$ cat src/rtl/axis_row_arbiter.sv
// axis_row_arbiter: shares one row-oriented AXI-Stream sink between two
// producers. Ownership is granted for a whole row of ROW_BEATS beats, chosen
// round-robin, and revoked if the owner goes quiet for IDLE_TIMEOUT cycles.
module axis_row_arbiter #(
  parameter int unsigned DATA_WIDTH   = 512,
  parameter int unsigned ROW_BEATS    = 66,
  parameter int unsigned IDLE_TIMEOUT = 400000000
) (
  input  logic                  clk,
  input  logic                  reset,
  input  logic [DATA_WIDTH-1:0] S0_AXIS_TDATA,
  input  logic                  S0_AXIS_TVALID,
  output logic                  S0_AXIS_TREADY,
  input  logic [DATA_WIDTH-1:0] S1_AXIS_TDATA,
  input  logic                  S1_AXIS_TVALID,
  output logic                  S1_AXIS_TREADY,
  output logic [DATA_WIDTH-1:0] M_AXIS_TDATA,
  output logic                  M_AXIS_TVALID,
  input  logic                  M_AXIS_TREADY,
  output logic [1:0]            grant,
  output logic                  row_complete,
  output logic                  row_abort,
  output logic [31:0]           rows_done
);

  localparam logic [15:0] LAST_BEAT = 16'(ROW_BEATS - 1);
  localparam logic [31:0] TMO_INIT  = 32'(IDLE_TIMEOUT);

  typedef enum logic {IDLE, LOCKED} state_t;

  state_t      state_q, state_d;
  logic        owner_q, owner_d;
  logic        last_owner_q, last_owner_d;
  logic [15:0] beat_cnt_q, beat_cnt_d;
  logic [31:0] tmo_q, tmo_d;
  logic [1:0]  grant_d;
  logic        row_complete_d, row_abort_d;
  logic [31:0] rows_done_d;

  logic locked, sel_valid, hs;

  // Zero-latency mux: the owner's stream is wired straight through to the sink.
  always_comb begin
    locked         = (state_q == LOCKED);
    sel_valid      = owner_q ? S1_AXIS_TVALID : S0_AXIS_TVALID;
    M_AXIS_TDATA   = (locked && owner_q) ? S1_AXIS_TDATA : S0_AXIS_TDATA;
    M_AXIS_TVALID  = locked && sel_valid;
    S0_AXIS_TREADY = locked && !owner_q && M_AXIS_TREADY;
    S1_AXIS_TREADY = locked && owner_q && M_AXIS_TREADY;
    hs             = locked && sel_valid && M_AXIS_TREADY;
  end

  // Next-state: arbitration in IDLE, beat counting and starvation watchdog in LOCKED.
  always_comb begin
    state_d        = state_q;
    owner_d        = owner_q;
    last_owner_d   = last_owner_q;
    beat_cnt_d     = beat_cnt_q;
    tmo_d          = tmo_q;
    grant_d        = grant;
    row_complete_d = 1'b0;
    row_abort_d    = 1'b0;
    rows_done_d    = rows_done;
    case (state_q)
      IDLE: begin
        if (S0_AXIS_TVALID || S1_AXIS_TVALID) begin
          // S1 wins when it is alone, or when both ask and S0 owned last.
          owner_d    = S1_AXIS_TVALID && (!S0_AXIS_TVALID || !last_owner_q);
          state_d    = LOCKED;
          beat_cnt_d = '0;
          tmo_d      = TMO_INIT;
          grant_d    = owner_d ? 2'b10 : 2'b01;
        end
      end
      LOCKED: begin
        if (hs) begin
          // A beat always refreshes the watchdog, even on the same cycle it expires.
          tmo_d = TMO_INIT;
          if (beat_cnt_q == LAST_BEAT) begin
            state_d        = IDLE;
            row_complete_d = 1'b1;
            rows_done_d    = rows_done + 32'd1;
            last_owner_d   = owner_q;
            beat_cnt_d     = '0;
            grant_d        = 2'b00;
          end else begin
            beat_cnt_d = beat_cnt_q + 16'd1;
          end
        end else if (!sel_valid) begin
          // Only a silent owner ages; sink backpressure never evicts.
          if (tmo_q == '0) begin
            state_d      = IDLE;
            row_abort_d  = 1'b1;
            last_owner_d = owner_q;
            beat_cnt_d   = '0;
            grant_d      = 2'b00;
          end else begin
            tmo_d = tmo_q - 32'd1;
          end
        end
      end
      default: state_d = IDLE;
    endcase
  end

  // State and registered status outputs; reset drops any row in flight.
  always_ff @(posedge clk or posedge reset) begin
    if (reset) begin
      state_q      <= IDLE;
      owner_q      <= 1'b0;
      last_owner_q <= 1'b1;
      beat_cnt_q   <= '0;
      tmo_q        <= '0;
      grant        <= 2'b00;
      row_complete <= 1'b0;
      row_abort    <= 1'b0;
      rows_done    <= '0;
    end else begin
      state_q      <= state_d;
      owner_q      <= owner_d;
      last_owner_q <= last_owner_d;
      beat_cnt_q   <= beat_cnt_d;
      tmo_q        <= tmo_d;
      grant        <= grant_d;
      row_complete <= row_complete_d;
      row_abort    <= row_abort_d;
      rows_done    <= rows_done_d;
    end
  end

endmodule

$ cat config.mk
export PLATFORM = sky130hd
export DESIGN_NAME = axis_row_arbiter
export DESIGN_NICKNAME = d
export VERILOG_FILES = /design/src/rtl/axis_row_arbiter.sv
export SDC_FILE = /design/constraint.sdc
export NUM_CORES = 1
export LEC_CHECK = 0
export CAP_MARGIN = 30
export CORE_AREA = 5 5 605 607
export CTS_CLUSTER_SIZE = 24
export DETAILED_ROUTE_END_ITERATION = 10
export DIE_AREA = 0 0 610 612
export PLACE_DENSITY_LB_ADDON = 0.2
export REMOVE_ABC_BUFFERS = 1
export SKIP_CTS_REPAIR_TIMING = 1
export SLEW_MARGIN = 20
export SYNTH_ARGS = -nofsm -noshare
export SYNTH_HDL_FRONTEND = slang
export SYNTH_SLANG_ARGS = --single-unit
export TNS_END_PERCENT = 50
$ cat constraint.sdc
create_clock -name clk -period 4.5 [get_ports clk]
set_input_delay 0.675 -clock clk [delete_from_list [all_inputs] [get_ports clk]]
set_output_delay 0.675 -clock clk [all_outputs]
set_load 0.1 [all_outputs]
# Word level (Yosys, flattened, before mapping)
# Cells that the tools add are included.
# op_classes
add_sub_neg	3
multipliers	0
div	0
order_cmp	0
eq_ne	8
n_shift	0
mux	37
n_bitwise	1
reduce_logical	20
# op_table
cell	n
$mux 512	1
$mux 32	4
$mux 16	5
$pmux 32 s2	1
$add 32x1->32 const B	1
$logic_not 32->1	1
$pmux 16 s2	1
$sub 32x1->32 const B	1
$mux 1	17
$add 16x1->16 const B	1
$eq 16x7->1 const B	1
$mux 2	6
$reduce_and 3->1	3
$reduce_and 4->1	2
$logic_and 1x1->1	7
$ne 3x2->1 const B	2
$ne 2x1->1 const B	2
$pmux 2 s2	1
$logic_not 1->1	3
$ne 3x1->1 const B	1
$ne 3x3->1 const B	1
$logic_or 1x1->1	2
$ne 2x2->1 const B	1
$pmux 1 s2	1
3 further kinds	3
# totals
ff_bits	87
latch_bits	0
ramBits	0
mem_bits_ro	0
in_bits	1029
output_inout_bits	551
n_memories	0

# Logic depth before layout (Yosys ltp)
# Gate-level depths: netlist (run 1).
# depth
depth_word	6
ltp_mapped	9

# Least setup slack after synthesis (run 1)
# OpenSTA, ideal clock, no wires.
# synth_path
path_type	reg-to-output
startpoint	register state_q, in the netlist locked
endpoint	output port S0_AXIS_TREADY
arrival_time_ns	2.770
t_required_ns	3.825
slack_ns	1.055
path_stages_with_launch	4
path_buffers	1
path_cell_list	dfrtp_1 clkbuf_1 inv_1 nor3_1
# synth_between
elab_chain_len	2
# synth_lines
element	line_no	text
start: declaration	31	state_t state_q, state_d;
start signal: assignment	119	state_q <= state_d;
$logic_and 1x1->1 (2 in a row)	48	S0_AXIS_TREADY = locked && !owner_q && M_AXIS_TREADY;
end: declaration	13	output logic S0_AXIS_TREADY,
# No other way between the ends.

# Worst setup path after layout (run 1)
# layout_path
startpoint	register state_q, in the netlist locked
endpoint	output port M_AXIS_TDATA[469]
# layout_between
elab_chain_len	2
# layout_lines
element	line_no	text
$logic_and 1x1->1	46	M_AXIS_TDATA = (locked && owner_q) ? S1_AXIS_TDATA : S0_AXIS_TDATA;
$mux 512	46	
end: declaration	17	output logic [DATA_WIDTH-1:0] M_AXIS_TDATA,
# No other way between the ends.

==> out/summary.md, run 1 <==
The flow ran to the end, and the final reports show no timing, DRC or antenna violations. The run gives 0 as the max-slew violation total from the final report. Setup repair after global routing left no endpoint under its margin.

For the final database, setup skew stands at 10.8 ps. Synthesis produced a netlist whose cell count is 1071. Counting both buffers and inverters, the worst setup path holds a total of 2.

The synthesized design contains 0 enable-type register cells. The run gives 310000 microns as the total detailed-routing wirelength. Timing analysis after detailed placement gives a worst setup slack of 642 ps. The run gives 882 ps as the final worst-path setup slack. In the final layout, the multi-input gates occupy 8150 sq um.

The run gives 71 as the pin count of the biggest net entering global routing. For the reported max-cap violation count, the log shows 0. Summing the areas of all xor and xnor instances in the mapped netlist gives 2.87% of the synthesized area. The tree is rooted in a sky130_fd_sc_hd__clkbuf_16.

The critical path is of the reg2out type. The tools report the startpoint of the worst-slack reg-to-reg timing path as tmo_q[0]$_DFFE_PP0P_. The run gives 0 as the number of nets with antenna violations after detailed routing. The logs give 0 for the DRC violations left and 17700 for the number of global-route vias before repair. Among all flip-flop cells after synthesis, the most frequent one is sky130_fd_sc_hd__dfrtp_1. The H-tree was split into 3 levels. After synthesis, the cell types taking the most area are sky130_fd_sc_hd__mux2_2, sky130_fd_sc_hd__dfrtp_1, sky130_fd_sc_hd__clkbuf_1, sky130_fd_sc_hd__xor2_1, sky130_fd_sc_hd__nand2_1. Cells with a size suffix above 1 make up 42.5% of the layout. After synthesis, the largest family of logic cells by area is multiplexers. The starting utilization of the core area was 2.96%. Of the total synthesized cell area, the portion taken by AND, OR, NAND and NOR gates is 12.3%. The compound-cell area share of the yosys netlist is 6.00%.

Count of cell types in the netlist: 61. The multiplexer area fraction after synthesis works out to 54.6%. Walking the worst path, the cells encountered are nand2_4, buf_4, mux2_2, clkbuf_2. During placement, the flow inserted port buffers numbering 1579. The first global-routing pass estimated 349000 microns of wire.

The area inside the core boundary was 361000 sq um; the post-synthesis async set-or-reset flop share was 100%. The post-synthesis instance area was 10700 sq um; the worst stage delay on the critical path was 660 ps. Along the worst path, the maximum fanout reaches 32.

Dividing the detail-routed wire length by the instance count gives 41.0 microns. TritonCTS built the clock tree. The total placed cells including tap cells was 7420; the area enclosed by the die boundary was 373000 sq um. In the final design database the tool counted 3670 nets. For the number of antenna violations at the first check in global routing, the log shows 488.

The die span in x is 610 microns, and the required time of the critical path is 3830 ps. The top-area cell type share of the netlist area came out at 54.1%. The share of the clock period used by the worst path came out at 80.4%. The count of endpoints failing hold in the final timing report came out at 0.

In this run the tightest slew margin relative to its limit is 30.5%. The number of vias per cell is 2.41. Relative to the synthesized area, the layout overhead comes to 202%.

The logs give 0 ps for the total negative setup slack and 0 for the residual overflow from global routing. The worst setup path is launched from a register. The per-instance average area after synthesis came out at 9.97 sq um. The clock drives 87 sinks. Summed over all cells, the static leakage comes to 11.1 nW.

The pin slew with the least headroom to its limit is 1040 ps, and the final weighted congestion in routability-driven placement is 1.09. The logs give 2180 sq um for the area of all sequential standard cells and 276 MHz for the highest clock rate. For this block, the initial DRC count from the detailed router was 706.

The hold path startpoint was rows_done[31]$_DFFE_PP0P_. Clock latency on the worst-skew pair, taken at its later pin, is 380 ps. The power density normalized to cell area works out to 289 nW/um^2.

The path category of the worst min-delay check is reg2reg. The die is 612 microns tall. 1580 I/O pins were placed.

The tools report the first-pass detailed-route iteration total as 5. During synthesis, Yosys emitted a total of 0 warnings. Synthesis inferred 87 register bits.

For this block, the via count after detailed routing is 18200. Row generation in the floorplan step produced 221 rows. Summing the sequential cell areas from Yosys gives 20.4% of the chip area. Global routing consumed, over all layers together, 15.9% of the routing resources. The endpoint type of the worst setup path is an output port.

Launch point of the critical path: locked$_DFF_PP0_. The number of setup violations in the final report is 0, and the clock slew seen by the registers of the worst setup and hold paths is 80 ps. Adder and majority cell fraction of the synthesized area: 0.469%. After legalization and detailed placement, the total HPWL measured 295000 microns.

No sink is reached through more buffers than the 2 on the longest clock path. Cell at the slowest stage of the critical path: sky130_fd_sc_hd__buf_4. The time the worst path needs with I/O delays and setup was 3620 ps.

Yosys instantiated no cell more often than sky130_fd_sc_hd__mux2_2. For this run, the number of standard cells in the final layout without fillers is 7551. The synthesized design spends more area on one cell type than any other, namely sky130_fd_sc_hd__mux2_2.

Cells fill 8.95% of the core in the end. VDD sags by at most 0.179 mV. The filler cells instantiated in the layout total 42100. The tools report the data arrival time of the critical path as 2940 ps.

The commonest cells after synthesis are sky130_fd_sc_hd__mux2_2, sky130_fd_sc_hd__dfrtp_1, sky130_fd_sc_hd__clkbuf_1. The kind of cell adding the most delay to the critical path is buffers and inverters. The tools report the clock buffer count from CTS as 9.
[cell usage in the layout (no fill, tap or decap), types with 23 or more instances in the layout]
cell type,instances
sky130_fd_sc_hd__mux2_2,513
sky130_fd_sc_hd__nand2_1,43
sky130_fd_sc_hd__o21ai_0,25
sky130_fd_sc_hd__nand3_1,27
sky130_fd_sc_hd__diode_2,115
sky130_fd_sc_hd__clkdlybuf4s50_1,1057
sky130_fd_sc_hd__buf_4,508
sky130_fd_sc_hd__nor3_1,23
sky130_fd_sc_hd__dfrtp_1,86
sky130_fd_sc_hd__buf_2,30
sky130_fd_sc_hd__nor2_1,41
[logic make-up after synthesis]
family                     Yosys count
AOI/OAI and AO/OA                   98
xor gates and xnor gates            35
adders and majority gates            4
buffers and inverters               94
DFF                                 87
muxes                              517
and+or+nand+nor                    236
[power by group]
part	leakage (nW)	total, mW	internal, mW	switching [mW]
registers	1.09	0.934	0.847	0.0868
clock network	0.150	0.837	0.450	0.388
logic	9.89	7.57	2.10	5.47
[registers in the layout, indices dropped and copies added, names as in the netlist, 2 cells and up]
| name | cells |
|---|---|
| tmo_q | 32 |
| grant | 2 |
| rows_done | 32 |
| beat_cnt_q | 16 |
[routing by layer]
metal,GRT usage (%),vias to the layer above,wire length (microns)
li1,-,7281,-
met1,13.8,8216,91800
met2,31.3,1582,169000
met3,7.99,861,34800
met4,4.84,226,12900
met5,0,-,1580
[layout make-up]
| type | count | share of cell area, % |
|---|---|---|
| inverters | 22 | 0.260 |
| clock buffers | 10 | 0.741 |
| repair buffers | 1627 | 47.3 |
| multi-input cells | 890 | 25.2 |
| well taps | 4794 | 18.6 |
| flip-flops and latches | 87 | 6.75 |
| clock inverters | 6 | 0.213 |
| diodes | 115 | 0.892 |
[path summary, 6_finish.rpt]
kind                                                  end  slack [ps]  depth (start not counted)
worst max-delay path                    M_AXIS_TDATA[469]         880                          4
worst min-delay path            rows_done[31]$_DFFE_PP0P_         480                          1
worst max register to register       tmo_q[7]$_DFFE_PP0P_        1600                          7
worst min register to register  rows_done[31]$_DFFE_PP0P_         480                          1
max in group asynchronous            tmo_q[9]$_DFFE_PP0P_        2970                          3
min in group asynchronous       rows_done[31]$_DFFE_PP0P_         630                          2
[metrics by stage]
step,power [mW],hold slack [ps],cell area [sq um]
2_1_floorplan,6.10,487,10400
3_3_place_gp,8.63,474,31300
3_5_place_dp,8.61,460,31700
4_1_cts,9.49,478,32000
5_1_grt,9.63,490,32200
6_report,9.34,480,32300
(Power assumes the default switching activity.)
==> inputs of run 2 (changes only) <==
Settings changed: CORE_AREA 5 5 605 607 to 5 5 618 620, DIE_AREA 0 0 610 612 to 0 0 623 625.
Clock period 4.5 ns to 3.8 ns, I/O delays scaled along.
==> out/summary.md, run 2 (synthesis results as in run 1) <==
The run finished with clean final reports. The reported max-cap violation count is 0, and the DRC violations left is 0. The top cell types in the final layout, fill and taps aside, are sky130_fd_sc_hd__clkdlybuf4s50_1, sky130_fd_sc_hd__mux2_2, sky130_fd_sc_hd__buf_4.

The run gives 299 MHz as the highest clock rate. Setup repair after global routing left no endpoint under its margin. For this run, the total global-route usage over all layers was measured as 16.5%. The pin count of the biggest net entering global routing is 69. The most critical setup path has its startpoint at locked$_DFF_PP0_.

Most common cell after layout, fill and taps aside: sky130_fd_sc_hd__clkdlybuf4s50_1. The detailed router finished its first iteration with 737 violations. The max-slew violation total from the final report is 0, and the power density normalized to cell area is 343 nW/um^2. Measured against its own limit, the worst slew margin works out to 31.7%.

The worst hold path terminates at rows_done[31]$_DFFE_PP0P_. The utilization after layout was 9.36%; the total via count in the routed design was 18100. Dividing the detail-routed via count by the number of cells gives 2.36. Hold path startpoint: rows_done[31]$_DFFE_PP0P_. The worst setup path is of the reg2out kind. The worst register-to-register path begins at tmo_q[6]$_DFFE_PP0P_. Of the total power, the clock network draws 7.9%. Clock tree synthesis found a total of 87 sinks. The count of buffers from port buffering is 1579, and the area enclosed by the die boundary is 389000 sq um.

Cells with a size suffix above 1 make up 42.5% of the layout. The worst register-to-register path ends at tmo_q[0]$_DFFE_PP0P_. The run gives 4.68 mW as the internal power. In this run the worst path has a maximum fanout of 22.

The data arrival time of the critical path came out at 2770 ps. The top-level port count was 1580; the register-to-register setup slack was 1060 ps. After clock tree synthesis, the clock-pin slew on the worst setup and hold paths is 60 ps. The number of setup violations in the final report is 0. The analysis attributes to net switching a power of 7.36 mW. The endpoint type of the worst setup path is an output port. TritonCTS built the clock tree. After filler insertion, the fill cell instance count of the layout stands at 43500. Number of antenna violations at the first check in global routing: 513.

Buffers inserted during clock tree synthesis total 9. Including well taps, the total number of placed cells is 7619. The instance area at placement was 34600 sq um. In this run the vertical extent of the chip is 625 microns. After detailed routing, the total wire length is 335000 microns. The net count of the finished layout is 3669. The finished cells cover 35100 sq um.

Across the VDD grid, the largest voltage drop is 0.188 mV. Subtracting the final worst setup slack from the clock period gives 3340 ps. The tools report the proportion of power drawn by combinational gates as 82.9%. The cell depth of the worst flop-to-flop path works out to 6. The die is 623 microns wide. For the residual overflow from global routing, the log shows 0.

The logs give 12.0 mW for the power after layout and 0 for the number of nets with antenna violations after detailed routing. For the worst-skew pair, the clock arrives at the later sink with an insertion delay of 370 ps. The number of global-route vias before repair was 17800. Path category of the worst min-delay check: reg2reg. The H-tree generated during clock tree synthesis spans 3 levels. Pin slew with the least headroom to its limit: 1020 ps. The worst setup path is launched from a register. The first global-routing pass estimated 375000 microns of wire. Routability-driven placement finished with a final weighted congestion of 0.940. In the finished design, the share of the clock period the worst path needs comes to 87.9%.

The first-pass detailed-route iteration total was 6; the relative contribution of sequential cells to total power was 9.2%. The final routed wire length divided by cell count was 43.5 microns; the area inside the core boundary was 375000 sq um. The cell depth of the worst hold path is 1, and the number of standard-cell rows in the floorplan is 225. Net switching is 61.1% of the power.

The HPWL after detailed placement is 322000 microns. The analysis attributes to cell leakage a power of 12.1 nW. Excluding fillers, the count of instances in the completed layout stands at 7700.

STA puts the critical path data required time at 3230 ps. For the count of endpoints failing hold in the final timing report, the log shows 0. The largest registers in the layout are rows_done (32), tmo_q (32), beat_cnt_q (16). The growth of design area from synthesis to finish was 229%.

Between clock sinks in the finished design, the worst skew comes to 8.89 ps. Cell at the root of the clock tree: sky130_fd_sc_hd__clkbuf_16. For the number of buffers on the longest clock path, the log shows 2. The run gives 2.85% as the starting utilization of the core area.
## run 2: cell count changes in the layout (fill, tap and decap cells not counted), moves of 2 or more
cell                              before   now
sky130_fd_sc_hd__clkdlybuf4s50_1    1057  1053
sky130_fd_sc_hd__buf_4               508   301
sky130_fd_sc_hd__clkbuf_1              0     2
sky130_fd_sc_hd__buf_12               16   237
sky130_fd_sc_hd__clkbuf_2              2     0
sky130_fd_sc_hd__buf_16               14    11
sky130_fd_sc_hd__buf_2                30    24
sky130_fd_sc_hd__diode_2             115    66
## run 2: per-stage QoR
stage	worst slack, ps	hold slack (ps)	setup TNS, ps
global route	349	516	0
CTS	290	487	0
global placement	724	472	0
floorplan	-12990	487	-5041370
finish	460	486	0
detailed placement	715	473	0
## run 2: how the worst max path moves through the flow
stage / to / slack [ps] / cells past startpoint
2_1_floorplan: S1_AXIS_TREADY / -12990 / 2
3_3_place_gp: M_AXIS_TDATA[249] / 720 / 5
3_5_place_dp: M_AXIS_TDATA[249] / 720 / 5
4_1_cts: M_AXIS_TDATA[249] / 290 / 5
5_1_grt: M_AXIS_TDATA[249] / 350 / 5
6_report: M_AXIS_TDATA[249] / 460 / 5
## run 2: critical path, cell delays in order (launching register included)
cell and delay (ps):
sky130_fd_sc_hd__dfrtp_1 510, sky130_fd_sc_hd__nand2_4 280, sky130_fd_sc_hd__buf_12 230, sky130_fd_sc_hd__buf_4 510, sky130_fd_sc_hd__mux2_2 540, sky130_fd_sc_hd__buf_12 220
## run 2: area by class of cell
cell class / count / area (sq um) / area share, %
Antenna cell: 66 / 165 / 0.471
Clock buffer: 12 / 246 / 0.703
Clock inverter: 3 / 43.8 / 0.125
Inverter: 22 / 85.1 / 0.243
Multi-Input combinational cell: 890 / 8150 / 23.2
Sequential cell: 87 / 2180 / 6.21
Tap cell: 4994 / 6250 / 17.8
Timing Repair Buffer: 1626 / 18000 / 51.2
## run 2: power groups by stage
stage,Sequential [mW],Clock (mW),Combinational (mW)
2_1_floorplan,1.09,0,6.13
3_3_place_gp,1.12,0,10.2
3_5_place_dp,1.12,0,10.2
4_1_cts,1.10,0.991,10.2
5_1_grt,1.12,1.01,10.3
6_report,1.11,0.945,9.98
## run 2: per-layer routing
layer	up-vias	part of all wire, %	GRT usage, %
li1	7243	-	-
met1	8044	25	11.9
met2	1609	58	34.5
met3	945	14	10.8
met4	306	3.0	3.23
met5	-	0.61	0
==> inputs of run 3 (changes only) <==
Settings changed: GPL_TIMING_DRIVEN set to 1.
==> results of run 3 <==
Same layout as run 2: the final DEF is identical, and so are final timing and power.
